[config.mk]
export PLATFORM = sky130hd
export DESIGN_NAME = uart_tx_arbiter_flat
export DESIGN_NICKNAME = d
export VERILOG_FILES = /design/src/rtl/uart_pkg.sv /design/src/rtl/uart_tx_arbiter_if.sv /design/src/rtl/rr_pick.sv /design/src/rtl/uart_tx_arbiter.sv /design/src/flat_wrapper.sv
export SDC_FILE = /design/constraint.sdc
export NUM_CORES = 1
export LEC_CHECK = 0
export CORE_AREA = 2 2 84 86
export CTS_CLUSTER_DIAMETER = 120
export DETAILED_ROUTE_END_ITERATION = 10
export DIE_AREA = 0 0 86 88
export GPL_TIMING_DRIVEN = 0
export HOLD_SLACK_MARGIN = 0.06
export SLEW_MARGIN = 40
export SYNTH_ARGS = -nofsm -noshare
export SYNTH_HDL_FRONTEND = slang
export SYNTH_SLANG_ARGS = --single-unit
[constraint.sdc]
create_clock -name clock -period 7.2 [get_ports clock]
set_input_delay 1.44 -clock clock [delete_from_list [all_inputs] [get_ports clock]]
set_output_delay 1.44 -clock clock [all_outputs]
set_load 0.03 [all_outputs]
[src/rtl/uart_pkg.sv]
// Shared types and constants for the UART transmit arbiter slice.
package uart_pkg;

  localparam int unsigned DEFAULT_WIDTH = 8;
  localparam int unsigned RETRY_CYCLES  = 4;
  localparam int unsigned RETRY_W       = $clog2(RETRY_CYCLES);

  typedef enum logic [1:0] {
    ST_IDLE       = 2'd0,
    ST_ISSUE      = 2'd1,
    ST_WAIT_START = 2'd2,
    ST_WAIT_DONE  = 2'd3
  } arb_state_e;

endpackage

[src/rtl/uart_tx_arbiter_if.sv]
// Word-level link between the arbiter (master) and the UART transmitter (slave).
interface uart_tx_arbiter_if
  import uart_pkg::*;
#(
  parameter int unsigned WIDTH = DEFAULT_WIDTH
) ();

  logic             tx_can_send;
  logic [WIDTH-1:0] tx_data;
  logic             tx_ready;

  modport master (
    output tx_can_send,
    output tx_data,
    input  tx_ready
  );

  modport slave (
    input  tx_can_send,
    input  tx_data,
    output tx_ready
  );

endinterface

[src/rtl/rr_pick.sv]
// Combinational round-robin picker: first set request at or after ptr, wrapping.
module rr_pick #(
  parameter  int unsigned N     = 4,
  localparam int unsigned IDX_W = $clog2(N)
) (
  input  logic [N-1:0]     req,
  input  logic [IDX_W-1:0] ptr,
  output logic [N-1:0]     gnt_c,
  output logic [IDX_W-1:0] idx_c,
  output logic             found_c
);

  logic [IDX_W-1:0] cand;

  always_comb begin
    gnt_c   = '0;
    idx_c   = '0;
    found_c = 1'b0;
    cand    = '0;
    for (int unsigned k = 0; k < N; k++) begin
      cand = IDX_W'((32'(ptr) + k) % N);
      if (!found_c && req[cand]) begin
        found_c     = 1'b1;
        gnt_c[cand] = 1'b1;
        idx_c       = cand;
      end
    end
  end

endmodule

[src/rtl/uart_tx_arbiter.sv]
// Round-robin arbiter feeding one UART transmitter, with packet lock and start retry.
module uart_tx_arbiter
  import uart_pkg::*;
#(
  parameter  int unsigned NUM_REQ = 4,
  parameter  int unsigned WIDTH   = DEFAULT_WIDTH,
  localparam int unsigned IDX_W   = $clog2(NUM_REQ)
) (
  input  logic                          clock,
  input  logic                          resetn,
  input  logic [NUM_REQ-1:0]            req_valid,
  input  logic [NUM_REQ-1:0][WIDTH-1:0] req_data,
  input  logic [NUM_REQ-1:0]            req_last,
  output logic [NUM_REQ-1:0]            req_ready,
  uart_tx_arbiter_if.master             tx,
  output logic [IDX_W-1:0]              grant_id,
  output logic                          busy,
  output logic                          done
);

  arb_state_e         state_q, state_d;
  logic [IDX_W-1:0]   last_grant_q, last_grant_d;
  logic [IDX_W-1:0]   grant_d;
  logic [IDX_W-1:0]   ptr;
  logic [IDX_W-1:0]   pick_idx;
  logic [NUM_REQ-1:0] pick_gnt;
  logic               pick_found;
  logic [NUM_REQ-1:0] grant_mask;
  logic [NUM_REQ-1:0] eligible;
  logic               last_q, last_d;
  logic               lock_q, lock_d;
  logic               bypass;
  logic [RETRY_W-1:0] retry_q, retry_d;
  logic               can_send_d;
  logic               busy_d;
  logic               done_d;
  logic [WIDTH-1:0]   data_d;

  // Search starts one past the last completed grant; a held lock admits only the owner.
  assign ptr        = (last_grant_q == IDX_W'(NUM_REQ - 1)) ? '0 : last_grant_q + IDX_W'(1);
  assign grant_mask = NUM_REQ'(1) << grant_id;
  assign eligible   = lock_q ? (req_valid & grant_mask) : req_valid;
  assign bypass     = !last_q && req_valid[grant_id];

  rr_pick #(
    .N (NUM_REQ)
  ) u_rr_pick (
    .req     (eligible),
    .ptr     (ptr),
    .gnt_c   (pick_gnt),
    .idx_c   (pick_idx),
    .found_c (pick_found)
  );

  // State register.
  always_ff @(posedge clock or negedge resetn) begin
    if (!resetn) state_q <= ST_IDLE;
    else         state_q <= state_d;
  end

  // Next-state logic.
  always_comb begin
    state_d = state_q;
    case (state_q)
      ST_IDLE: begin
        if (tx.tx_ready && pick_found) state_d = ST_ISSUE;
      end
      ST_ISSUE: begin
        state_d = ST_WAIT_START;
      end
      ST_WAIT_START: begin
        if (!tx.tx_ready)                                 state_d = ST_WAIT_DONE;
        else if (retry_q == RETRY_W'(RETRY_CYCLES - 1)) state_d = ST_ISSUE;
      end
      ST_WAIT_DONE: begin
        if (tx.tx_ready) state_d = bypass ? ST_ISSUE : ST_IDLE;
      end
      default: state_d = ST_IDLE;
    endcase
  end

  // Output and datapath logic; req_ready is combinational so a word is taken
  // in the same cycle its data is latched.
  always_comb begin
    req_ready    = '0;
    data_d       = tx.tx_data;
    grant_d      = grant_id;
    last_d       = last_q;
    lock_d       = lock_q;
    last_grant_d = last_grant_q;
    retry_d      = '0;
    done_d       = 1'b0;
    case (state_q)
      ST_IDLE: begin
        if (tx.tx_ready && pick_found) begin
          req_ready = pick_gnt;
          data_d    = req_data[pick_idx];
          last_d    = req_last[pick_idx];
          grant_d   = pick_idx;
        end
      end
      ST_WAIT_START: begin
        if (tx.tx_ready && retry_q != RETRY_W'(RETRY_CYCLES - 1)) retry_d = retry_q + RETRY_W'(1);
      end
      ST_WAIT_DONE: begin
        if (tx.tx_ready) begin
          done_d       = 1'b1;
          last_grant_d = grant_id;
          if (last_q) begin
            lock_d = 1'b0;
          end else if (req_valid[grant_id]) begin
            req_ready = grant_mask;
            data_d    = req_data[grant_id];
            last_d    = req_last[grant_id];
          end else begin
            lock_d = 1'b1;
          end
        end
      end
      default: ;
    endcase
    if (!resetn) req_ready = '0;
    can_send_d = (state_d == ST_ISSUE);
    busy_d     = (state_d != ST_IDLE);
  end

  // Registered outputs and datapath state.
  always_ff @(posedge clock or negedge resetn) begin
    if (!resetn) begin
      tx.tx_can_send <= 1'b0;
      tx.tx_data     <= '0;
      grant_id       <= IDX_W'(NUM_REQ - 1);
      busy           <= 1'b0;
      done           <= 1'b0;
      last_q         <= 1'b0;
      lock_q         <= 1'b0;
      last_grant_q   <= IDX_W'(NUM_REQ - 1);
      retry_q        <= '0;
    end else begin
      tx.tx_can_send <= can_send_d;
      tx.tx_data     <= data_d;
      grant_id       <= grant_d;
      busy           <= busy_d;
      done           <= done_d;
      last_q         <= last_d;
      lock_q         <= lock_d;
      last_grant_q   <= last_grant_d;
      retry_q        <= retry_d;
    end
  end

  a_ready_onehot: assert property (@(posedge clock) disable iff (!resetn) $onehot0(req_ready));
  a_send_in_issue: assert property (@(posedge clock) disable iff (!resetn)
                                    tx.tx_can_send |-> (state_q == ST_ISSUE));

endmodule

[src/flat_wrapper.sv]
// flat-port wrapper written by rule: the top's interface ports become plain ports
module uart_tx_arbiter_flat import uart_pkg::*;
#(
  parameter  int unsigned NUM_REQ = 4,
  parameter  int unsigned WIDTH   = DEFAULT_WIDTH,
  localparam int unsigned IDX_W   = $clog2(NUM_REQ)
)
  (clock, resetn, req_valid, req_data, req_last, req_ready, grant_id, busy, done, tx_tx_can_send, tx_tx_data, tx_tx_ready);
  uart_tx_arbiter_if #(.WIDTH(WIDTH)) tx_i ();
  input  logic clock;
  input  logic resetn;
  input  logic [NUM_REQ-1:0] req_valid;
  input  logic [NUM_REQ-1:0][WIDTH-1:0] req_data;
  input  logic [NUM_REQ-1:0] req_last;
  output logic [NUM_REQ-1:0] req_ready;
  output logic [IDX_W-1:0] grant_id;
  output logic busy;
  output logic done;
  output wire logic [$bits(tx_i.tx_can_send)-1:0] tx_tx_can_send;
  output wire logic [$bits(tx_i.tx_data)-1:0] tx_tx_data;
  input wire logic [$bits(tx_i.tx_ready)-1:0] tx_tx_ready;
  assign tx_tx_can_send = tx_i.tx_can_send;
  assign tx_tx_data = tx_i.tx_data;
  assign tx_i.tx_ready = tx_tx_ready;
  uart_tx_arbiter #(.NUM_REQ(NUM_REQ), .WIDTH(WIDTH)) u_core (.clock(clock), .resetn(resetn), .req_valid(req_valid), .req_data(req_data), .req_last(req_last), .req_ready(req_ready), .tx(tx_i), .grant_id(grant_id), .busy(busy), .done(done));
endmodule
# --- After elaboration in Yosys (flattened, before gate mapping) ---
# Index checks and enable logic that the tools add are counted.
word_totals:
  regBits: 21
  input_bits: 43
  mem_bits_ro: 0
  n_memories: 0
  wordCells: 132
  latch_bits: 0
  output_inout_bits: 17
  mem_bits_rw: 0
classes:
  magnitude_cmp: 10
  multipliers: 0
  bitwise_logic: 4
  reduce_logical: 22
  n_div: 0
  n_addsub: 5
  n_eq_ne: 12
  shifts: 1
  n_mux: 68
ops:
  columns: ["operator", "count"]
  rows:
  - ["$mux 8", 6]
  - ["$mux 4", 10]
  - ["$bmux 8 s2", 2]
  - ["$mux 1", 24]
  - ["$mux 2", 11]
  - ["$lt 2x3->1 const B", 6]
  - ["$pmux 8 s2", 1]
  - ["$bmux 1 s2", 7]
  - ["$or 4x4->4", 3]
  - ["$logic_and 1x1->1", 10]
  - ["$demux 1 s2", 4]
  - ["$eq 2x2->1 const B", 4]
  - ["$ge 2x1->1 const B", 4]
  - ["$pmux 2 s4", 1]
  - ["$pmux 4 s2", 1]
  - ["$add 2x1->2 const B", 3]
  - ["$ne 2x1->1 const B", 3]
  - ["$ne 2x2->1 const B", 3]
  - ["$reduce_and 3->1", 2]
  - ["$reduce_and 5->1", 1]
  - ["$add 2x2->2 const B", 2]
  - ["$and 4x4->4", 1]
  - ["$eq 2x1->1 const B", 2]
  - ["$logic_not 1->1", 4]
  - ["5 further kinds", 7]

# --- Depth between registers and ports, before layout ---
depth:
  ltp_word: 19
  ltp_mapped: 14

# --- Hierarchy ---
# From an unflattened synthesis, not the netlist that was laid out.
hier_totals:
  hier_cells: 179
  hier_area_um2: 2065.7
modules_own_cells:
  columns: ["mod", "instances", "seq_area_each_um2", "area_per_inst_um2", "cells_each"]
  rows:
  - ["uart_tx_arbiter", 1, 530.5, 1646.6, 134]
  - ["rr_pick", 1, 0.0, 419.2, 45]

# --- Worst setup path after synthesis ---
# Ideal clock, no wire load.
synth_timing:
  path_type: "input-to-output"
  start: "input req_valid[1]"
  end: "output req_ready[0]"
  path_stages: 7
  setup_slack_ps: 2650
  required_ps: 5760
  arrival_ps: 3110
  cell_sequence: "o21ai_1 -> mux4_2 -> a21boi_1 -> nor2_1 -> and2_1 -> o21ai_0 -> a21oi_1"
synth_between:
  elab_chain_cells: 18
  elab_cells_between_ends: 36
  cone_classes: "mux (25); bitwise (4); reduce/logical (7)"
synth_lines:
  columns: ["element", "line", "source"]
  rows:
  - ["from (decl)", "flat_wrapper.sv:12", "input logic [NUM_REQ-1:0] req_valid;"]
  - ["$and 4x4->4", "uart_tx_arbiter.sv:42", "assign eligible = lock_q ? (req_valid & grant_mask) : req_valid;"]
  - ["$mux 4", "uart_tx_arbiter.sv:42", null]
  - ["$bmux 1 s2", "rr_pick.sv:22", "if (!found_c && req[cand]) begin"]
  - ["$mux 1 (not written as such)", "rr_pick.sv:22", null]
  - ["$mux 1", "rr_pick.sv:22", null]
  - ["$logic_not 1->1", "rr_pick.sv:22", null]
  - ["$logic_and 1x1->1", "rr_pick.sv:22", null]
  - ["$mux 1", "rr_pick.sv:22", null]
  - ["[... 2 more ...]", null, null]
  - ["$mux 1", "rr_pick.sv:22", null]
  - ["$logic_not 1->1", "rr_pick.sv:22", null]
  - ["$logic_and 1x1->1", "rr_pick.sv:22", null]
  - ["$mux 1", "rr_pick.sv:22", null]
  - ["$logic_and 1x1->1", "uart_tx_arbiter.sv:95", "if (tx.tx_ready && pick_found) begin"]
  - ["$mux 4", "uart_tx_arbiter.sv:95", null]
  - ["$pmux 4 s2 (*)", "uart_tx_arbiter.sv:93", "case (state_q)"]
  - ["$mux 4 (*)", "uart_tx_arbiter.sv:122", "if (!resetn) req_ready = '0;"]
  - ["to (decl)", "flat_wrapper.sv:15", "output logic [NUM_REQ-1:0] req_ready;"]
# Every way passes the cells marked *; elsewhere a longest branch is shown, timed or not. The select of a mux whose other input is x is not followed.

# --- Worst setup path in the final report ---
layout_timing:
  start: "input req_valid[0]"
  end: "output req_ready[0]"
# Same word-level chain as after synthesis.

==> run metrics <==
full die area=between 0.007 and 0.008 sq mm; Async SR Flop Fraction=100%; synthesized area=0.00229 sq mm; Layout fillers=650; number of global-route vias before repair=2001; max incr delay on CP=0.72 ns; Via density=5.47; CTS max path bufs=2; Worst-Skew Late Latency=0.26 ns; area delta synth->final=31.9%; share of cells above drive strength 1=16.3%; global-route wire length before repair=between 9 and 10 mm; Synthesized Nets=293; largest net degree at the start of global routing=23; Req. time, crit path=5.76 ns; Vias=roughly 2100; Power Density=552 mW/mm^2; Routed WL=6.08 mm; Avg Inst Size Synth=9.66 sq um; register area share after synthesis=a little under a quarter; Setup CP Type=primary input to primary output; Hold Crit Start=u_core.retry_q[0]$_DFF_PN0_; Setup TNS=0 ns; Tcrit/Tclk final=80.4%; CP delay by family, top=buffers and inverters; Overflow after GRT=0; clk sink count=21; Ports=60; clock skew=approximately 0.0033 ns; CTS resizes=0; CP endpoint kind=primary output; Layout Cell Area excl Fill=0.00302 sq mm; register bit total from synthesis=21; Initial Utilization=34.4%; most frequent CP cell=clkdlybuf4s50_1; Reg-to-Reg Start=u_core.last_grant_q[0]$_DFFE_PN1P_; Final ANT Viol Nets=0; worst-margin pin slew=0.601 ns; CTS tree=done; Slew HR=59.9%; Arr. time, crit path=4.35 ns; Max Clock Freq=173 MHz; Core Box Area=0.00664 sq mm; antenna cells=0; HP Class=flop to flop; # rows=30; Clock Power Share=4.6%; Post-CTS Hold Fix Bufs=0; dpl cell area=0.00297 sq mm; nets@finish=357; clk slew on worst S/H paths=about 0.070 ns; Tot GR Track Use=16.0%; Remaining DRCs=0; total CTS buffers=3; crit path launch type=primary input; htree depth=1; Warnings, synthesis=0; detailed placement HPWL=4.66 mm; Internal=around 900 uW; final hold vios=0; routed length per instance=between 15 and 20 microns; worst-path maximum fanout=6; CTS root buf=clkbuf_8; Slowest-stage cell, CP=clkdlybuf4s50_1; max-slew violation count=0; total power=between 1.5 and 2 mW; Reg power frac=a little over an eighth; Layout Utilization=45.4%; Max Cap Viol=0; GP Congestion=roughly 0.8; ys flop type=dfrtp_1; DRT iter0 DRCs=107; Post-CTS Setup Repair Bufs=0; status=complete, no violations; IO buf count=59; Pre-Repair DR Iteration Count=4; Worst VDD drop=0.250 mV; Final Setup Violations=0; Die H=88 microns; P_sw=~780 uW; WP buf/inv=2; RSZ-0062 raised after global routing=false; Horiz. Die Dim=86 microns; static leakage=1.27 nW; Tmin final=5.79 ns; initial antenna violation count=0; Mapped Cells=237; CP cell instances=clkdlybuf4s50_1 > nand2_1 > mux4_2 > a21boi_1 > nor2_1 > and2_1 > o21ai_0 > a21oi_1 > clkdlybuf4s50_1; sw frac=a little under half; number of enable flip-flop cells after synthesis=0; library cells used by synthesis=between 50 and 60; worst setup path startpoint=req_valid[0]; combinational share of power=82.2%
[routing by layer]
layer  part of all wire, %  global-route usage (%)
met1                    47                    22.1
met2                    47                    26.6
met3                   4.9                    2.83
met4                  0.38                    2.45
met5                     0                       0
[area by class of cell]
type	count	area (sq um)	area share [%]
multi-input cells	190	1600	53.0
repair buffers	59	586	19.4
flip-flops and latches	21	531	17.6
plain buffers	14	114	3.77
well taps	80	100	3.32
clock buffers	4	45.0	1.49
inverters	12	45.0	1.49
[registers in the layout, indices dropped and copies added (netlist names)]
| register | count |
|---|---|
| u_core.state_q | 2 |
| u_core.grant_id | 2 |
| u_core.lock_q | 1 |
| u_core.done | 1 |
| u_core.last_grant_q | 2 |
| u_core.tx.tx_can_send | 1 |
| u_core.last_q | 1 |
| u_core.busy | 1 |
| u_core.tx.tx_data | 8 |
| u_core.retry_q | 2 |
[cell families after synthesis]
kind of cell,count (synthesis),synth area share [%]
AO/OA/AOI/OAI,69,23.2
multiplexers,39,24.6
flip-flops,21,23.2
adder cells (fa/ha/maj),13,7.11
AND/OR/NAND/NOR,69,14.9
buffers and inverters,26,6.94
[Yosys cell counts, types with 4 or more instances]
cell       count  area (sq um)
a21oi_1       16          80.1
a2bb2oi_2      8           120
a31oi_1        4          25.0
and2_1         5          31.3
buf_6          5          56.3
dfrtp_1       17           425
dfstp_2        4           105
ha_1          13           163
inv_1         12          45.0
mux2i_1       23           230
mux4_2         8           180
nand2_1       21          78.8
nand3_1        4          20.0
nor2_1        20          75.1
o21ai_0       14          70.1
o221ai_1       7          61.3
[cell usage in the layout (no fill, tap or decap), types with 3 or more instances in the layout]
cell type        netlist  final
clkbuf_8               0      3
clkdlybuf4s50_1        0     58
buf_6                  5      5
mux4_1                 3      3
inv_1                 12     12
nand2b_1               3      3
o21ai_0               14     14
a21oi_1               16     16
clkbuf_1               3      4
ha_1                  13     13
o221ai_1               7      7
a2bb2oi_2              8      8
dfrtp_1               17     17
a31oi_1                4      4
nor3_1                 3      3
mux2i_1               23     23
and2_1                 5      5
nand3_1                4      4
nor2_1                20     20
buf_2                  3      4
mux4_2                 8      8
nand2_1               21     21
dfstp_2                4      4
[through the flow]
stage	instances	hold WS, ns	setup WS [ns]
final	380	0.437	1.41
after CTS	380	0.445	1.42
after global placement	376	0.425	1.43
after global routing	380	0.464	1.29
after floorplan	237	0.406	2.65
after detailed placement	376	0.434	1.44
[worst register-to-register path, cell delays in order (launching register included)]
cell and delay, ns:
dfstp_2 0.59, inv_1 0.11, ha_1 0.26, nor2_1 0.37
mux2i_1 0.34, mux2i_1 0.14, buf_2 0.20, a21boi_1 0.17
a2bb2oi_2 0.16, buf_6 0.19, buf_12 0.16, mux2i_1 0.23
a2bb2oi_2 0.16, o221ai_1 0.13
[power groups by stage]
stage | registers (mW) | clock network (mW) | logic, mW
after floorplan | 0.279 | 0 | 1.01
after detailed placement | 0.222 | 0 | 1.37
after global placement | 0.220 | 0 | 1.36
after global routing | 0.226 | 0.0856 | 1.49
final | 0.219 | 0.0771 | 1.37
after CTS | 0.220 | 0.0795 | 1.37
[final timing paths]
kind / depth (start not counted) / end / slack [ns]
hold reg to reg: 1 / u_core.retry_q[0]$_DFF_PN0_ / 0.44
setup / recovery: 9 / req_ready[0] / 1.41
max in group asynchronous: 1 / u_core.last_grant_q[1]$_DFFE_PN1P_ / 5.70
min in group asynchronous: 1 / u_core.tx.tx_data[4]$_DFFE_PN0P_ / 1.14
setup reg to reg: 13 / u_core.tx.tx_data[7]$_DFFE_PN0P_ / 3.86
hold / removal: 1 / u_core.retry_q[0]$_DFF_PN0_ / 0.44
Power figures use the tool's default switching activity.
==> patch 1: new RTL, same flow settings <==
Change the package constant `DEFAULT_WIDTH` from 8 to 9.
--- a/src/rtl/uart_pkg.sv
+++ b/src/rtl/uart_pkg.sv
@@ -2,5 +2,5 @@
 package uart_pkg;
 
-  localparam int unsigned DEFAULT_WIDTH = 8;
+  localparam int unsigned DEFAULT_WIDTH = 9;
   localparam int unsigned RETRY_CYCLES  = 4;
   localparam int unsigned RETRY_W       = $clog2(RETRY_CYCLES);
Interface: changed (resized req_data and tx_tx_data); port bits go from 60 to 65. No check against the original RTL was run, so the function may have changed too.
==> patch 1 against the original RTL <==
  * Routed wire length is 11% higher
  * Power is 4.7% lower
  * Sequential cell count is 1 higher
  * Area after synthesis is 2.6% higher
  * Count of clock-buffer cells in the layout is 1 lower
  * Global-route usage is 1.6 points higher
  * Clock power is 57% higher
  * First-iteration DRC count is 30% lower
  * Setup slack better by 83 ps
  * Cell area is 3.8% higher
==> patch 1: results (changes against the original RTL) <==
status=finished clean; Reg power frac=14.9% (+1.8 points); Tot Pwr=1.587 mW (-4.7%); Netlist cell types=56 (+7.7%); DP Wirelength=5186 um (+11%); Final Skew=1.810 ps (-1.497 ps); Total Nets Final=368 (+3.1%); DP Worst Slack=1485 ps (+44.58 ps); Pint=826.6 uW (-6.7%); Critical Path AT=4270 ps (-80 ps); gr usage total=17.52% (+1.6 points); routed wl met2=3485 um (+21%); leakage=1.313 nW (+3.4%); non-filler cells, final=387 (+1.8%); sequential-to-total area share from yosys stat=23.67% (+0.49 points); DRT met1 WL=2946 um (+2.3%); vias in the first global route=2199 (+9.9%); CTS max path bufs=2 (unchanged); routed len/inst=17.40 um (+8.7%); Placed Instances=383 (+1.9%); Syn Inst Count=241 (+1.7%); drt via density=5.646 (+3.2%); Post-DP Area=0.003063 sq mm (+3.0%); Port Buffers=62 (+5.1%); Post-synth top cells=mux2i_1, dfrtp_1, a21oi_1, ha_1; CTS clock-pin slew for the worst setup and hold paths=90 ps (+20 ps); initial DRC count=75 (-30%); largest net degree at the start of global routing=24 (+4.3%); gpl congestion=0.9227 (+14%); critical-path maximum fanout=9 (+3); Worst-Margin Slew=763.0 ps (+162.0 ps); Clock net power=121 uW (+57%); global-route wire length before repair=10630 um (+10%)
patch 1: final cells by class:
| type | count | area [sq um] |
|---|---|---|
| tap | 80 | 100.1 |
| inverter | 11 | 41.29 |
| fill | 665 | 3510 |
| multi-input combinational | 194 | 1648 |
| clock buffer | 3 | 41.29 |
| clock inverter | 1 | 30.03 |
| buffer | 14 | 102.6 |
| timing repair buffer | 62 | 615.6 |
| sequential | 22 | 555.5 |
patch 1: worst paths after layout:
check                                        from                     end  slack, ps  cells after the start
setup / recovery                     req_valid[1]            req_ready[1]       1490                      8
hold / removal                  u_core.retry_q[0]       u_core.retry_q[0]        440                      1
setup reg to reg           u_core.last_grant_q[0]    u_core.tx.tx_data[6]       3680                      9
hold reg to reg                 u_core.retry_q[0]       u_core.retry_q[0]        440                      1
max in group asynchronous                  resetn  u_core.last_grant_q[1]       5680                      1
min in group asynchronous                  resetn    u_core.tx.tx_data[8]       1140                      1
patch 1: cell families after synthesis:
family	after synthesis	share of synthesized area (%)
AO/OA/AOI/OAI	76	23.72
AND/OR/NAND/NOR	63	15.19
buffers and inverters	25	6.130
adder cells (fa/ha/maj)	13	6.930
multiplexers	42	24.36
flip-flops	22	23.67
patch 1: critical path, delay by kind of cell:
| kind | cells | cell delay [ps] |
|---|---|---|
| AO/OA/AOI/OAI | 3 | 480 |
| AND/OR/NAND/NOR | 2 | 540 |
| multiplexers | 1 | 530 |
| buffers and inverters | 2 | 1270 |
patch 1: layer usage:
| metal | GRT usage (%) | vias to the layer above |
|---|---|---|
| li1 | - | 1062 |
| met1 | 21.86 | 1057 |
| met2 | 32.42 | 57 |
| met3 | 0.8483 | 9 |
| met4 | 5.628 | 0 |
| met5 | 0 | - |
==> patch 2: new RTL, config.mk and constraints unchanged <==
Without the edit above. Make the reset (`resetn`) synchronous in 2 clocked blocks.
--- a/src/rtl/uart_tx_arbiter.sv
+++ b/src/rtl/uart_tx_arbiter.sv
@@ -54,5 +54,5 @@
 
   // State register.
-  always_ff @(posedge clock or negedge resetn) begin
+  always_ff @(posedge clock) begin
     if (!resetn) state_q <= ST_IDLE;
     else         state_q <= state_d;
@@ -126,5 +126,5 @@
 
   // Registered outputs and datapath state.
-  always_ff @(posedge clock or negedge resetn) begin
+  always_ff @(posedge clock) begin
     if (!resetn) begin
       tx.tx_can_send <= 1'b0;
Function: differs if resetn is asserted again (counterexample within 4 cycles, from zero or initial values and one cycle with resetn low); with resetn held inactive, the same outputs for 4 cycles.
==> patch 2 against the original RTL <==
  * Area after synthesis shrank 1.1%
  * Final cell count grew 3.2%
  * Sequential cell count is the same
  * Setup slack gained 93 ps
  * Cell area shrank 0.62%
  * Synthesized cell count grew 5.1%
  * Non-clock buffer count shrank 2
  * Core utilization shrank 0.28 points
  * Routed wire length grew 13%
  * Die area is the same
Power is left out: it rests on default switching activity, and per cell area and clock period it moved more than threefold.
==> patch 2: results (changes against the original RTL) <==
Critical Path AT=4260 ps (-90 ps); global-route wire length before repair=10960 um (+13%); routed wl met2=3245 um (+13%); Reg with most FFs=u_core.tx.tx_data; Netlist cell types=51 (-1.9%); met3 routed WL=444 um (+48%); status=finished clean; r2r setup slk=3810 ps (-50 ps); DP Worst Slack=1543 ps (+102.9 ps); worst reg2reg path endpoint=u_core.tx.tx_data[4]; sequential-to-total area share from yosys stat=18.57% (-4.6 points); Hold Path End=u_core.retry_q[0]; Post-synth top cells=dfxtp_1, nor2_1, mux4_2; overall routed net length=6898 um (+13%); post-synthesis net count=305 (+4.1%); Post-synth ARST share=0% (-100 points); initial DRC count=122 (+14%); gpl congestion=0.8485 (+5.1%); R2R depth=11 (-2); largest net degree at the start of global routing=12 (-48%); Port Buffers=58 (-1.7%); vias in the first global route=2157 (+7.8%); largest cells by area after synthesis=dfxtp_1, mux4_2, ha_1; DRT met1 WL=3179 um (+10%); Final Skew=9.697 ps (+6.390 ps); Vias=2319 (+12%); met1 usage=25.14% (+3.0 points); ratio of cells with drive above 1 in the final layout=14.42% (-1.9 points); reg-to-reg startpoint=u_core.last_grant_q[0]; critical-path maximum fanout=6 (unchanged); Total Nets Final=369 (+3.4%); HP Start=u_core.retry_q[0]; DP Wirelength=5256 um (+13%); CP max stage delay=690 ps (-30 ps)
patch 2: cell types whose count changed after synthesis, moves of 8 or more:
cell	unedited run	this run
a2111oi_2	0	8
a21o_1	0	9
a221oi_1	0	12
a2bb2oi_2	8	0
and2_1	5	13
dfrtp_1	17	0
dfxtp_1	0	21
mux2i_1	23	9
nand2_1	21	13
o31ai_1	0	8
patch 2: worst max-delay path by stage:
stage,endpoint,cells past startpoint,start,slack [ps]
6_report,req_ready[3],9,req_valid[0],1500
5_1_grt,req_ready[2],9,req_valid[0],1370
4_1_cts,req_ready[3],9,req_valid[0],1530
3_5_place_dp,req_ready[3],9,req_valid[0],1540
3_3_place_gp,req_ready[2],9,req_valid[0],1520
2_1_floorplan,req_ready[2],7,req_valid[0],2580
patch 2: stage by stage:
| stage | utilization [%] | area (sq um) | hold WS (ps) | instances |
|---|---|---|---|---|
| after detailed placement | 44.43 | 2952 | 414.1 | 388 |
| after floorplan | - | 2263 | 398.9 | 249 |
| after global routing | 45.16 | 3000 | 459.0 | 392 |
| final | 45.16 | 3000 | 422.5 | 392 |
| after global placement | 44.31 | 2944 | 406.7 | 387 |
| after CTS | 45.10 | 2997 | 425.5 | 392 |
patch 2: logic make-up (layout without fill, tap and decap cells):
group           after synthesis  in the layout  synth area share (%)
compound gates               87             87                 31.12
simple gates                 82             82                 20.34
flops                        21             21                 18.57
fa+ha+maj                    13             13                 7.186
buf+inv                      23             86                 4.864
mux                          23             23                 17.91
patch 2: final cells by class:
type / count / area (sq um)
fillers: 634 / 3643
multi-input cells: 205 / 1737
repair buffers: 59 / 588.1
flip-flops and latches: 21 / 420.4
well taps: 80 / 100.1
plain buffers: 12 / 68.82
clock buffers: 4 / 45.04
inverters: 11 / 41.29
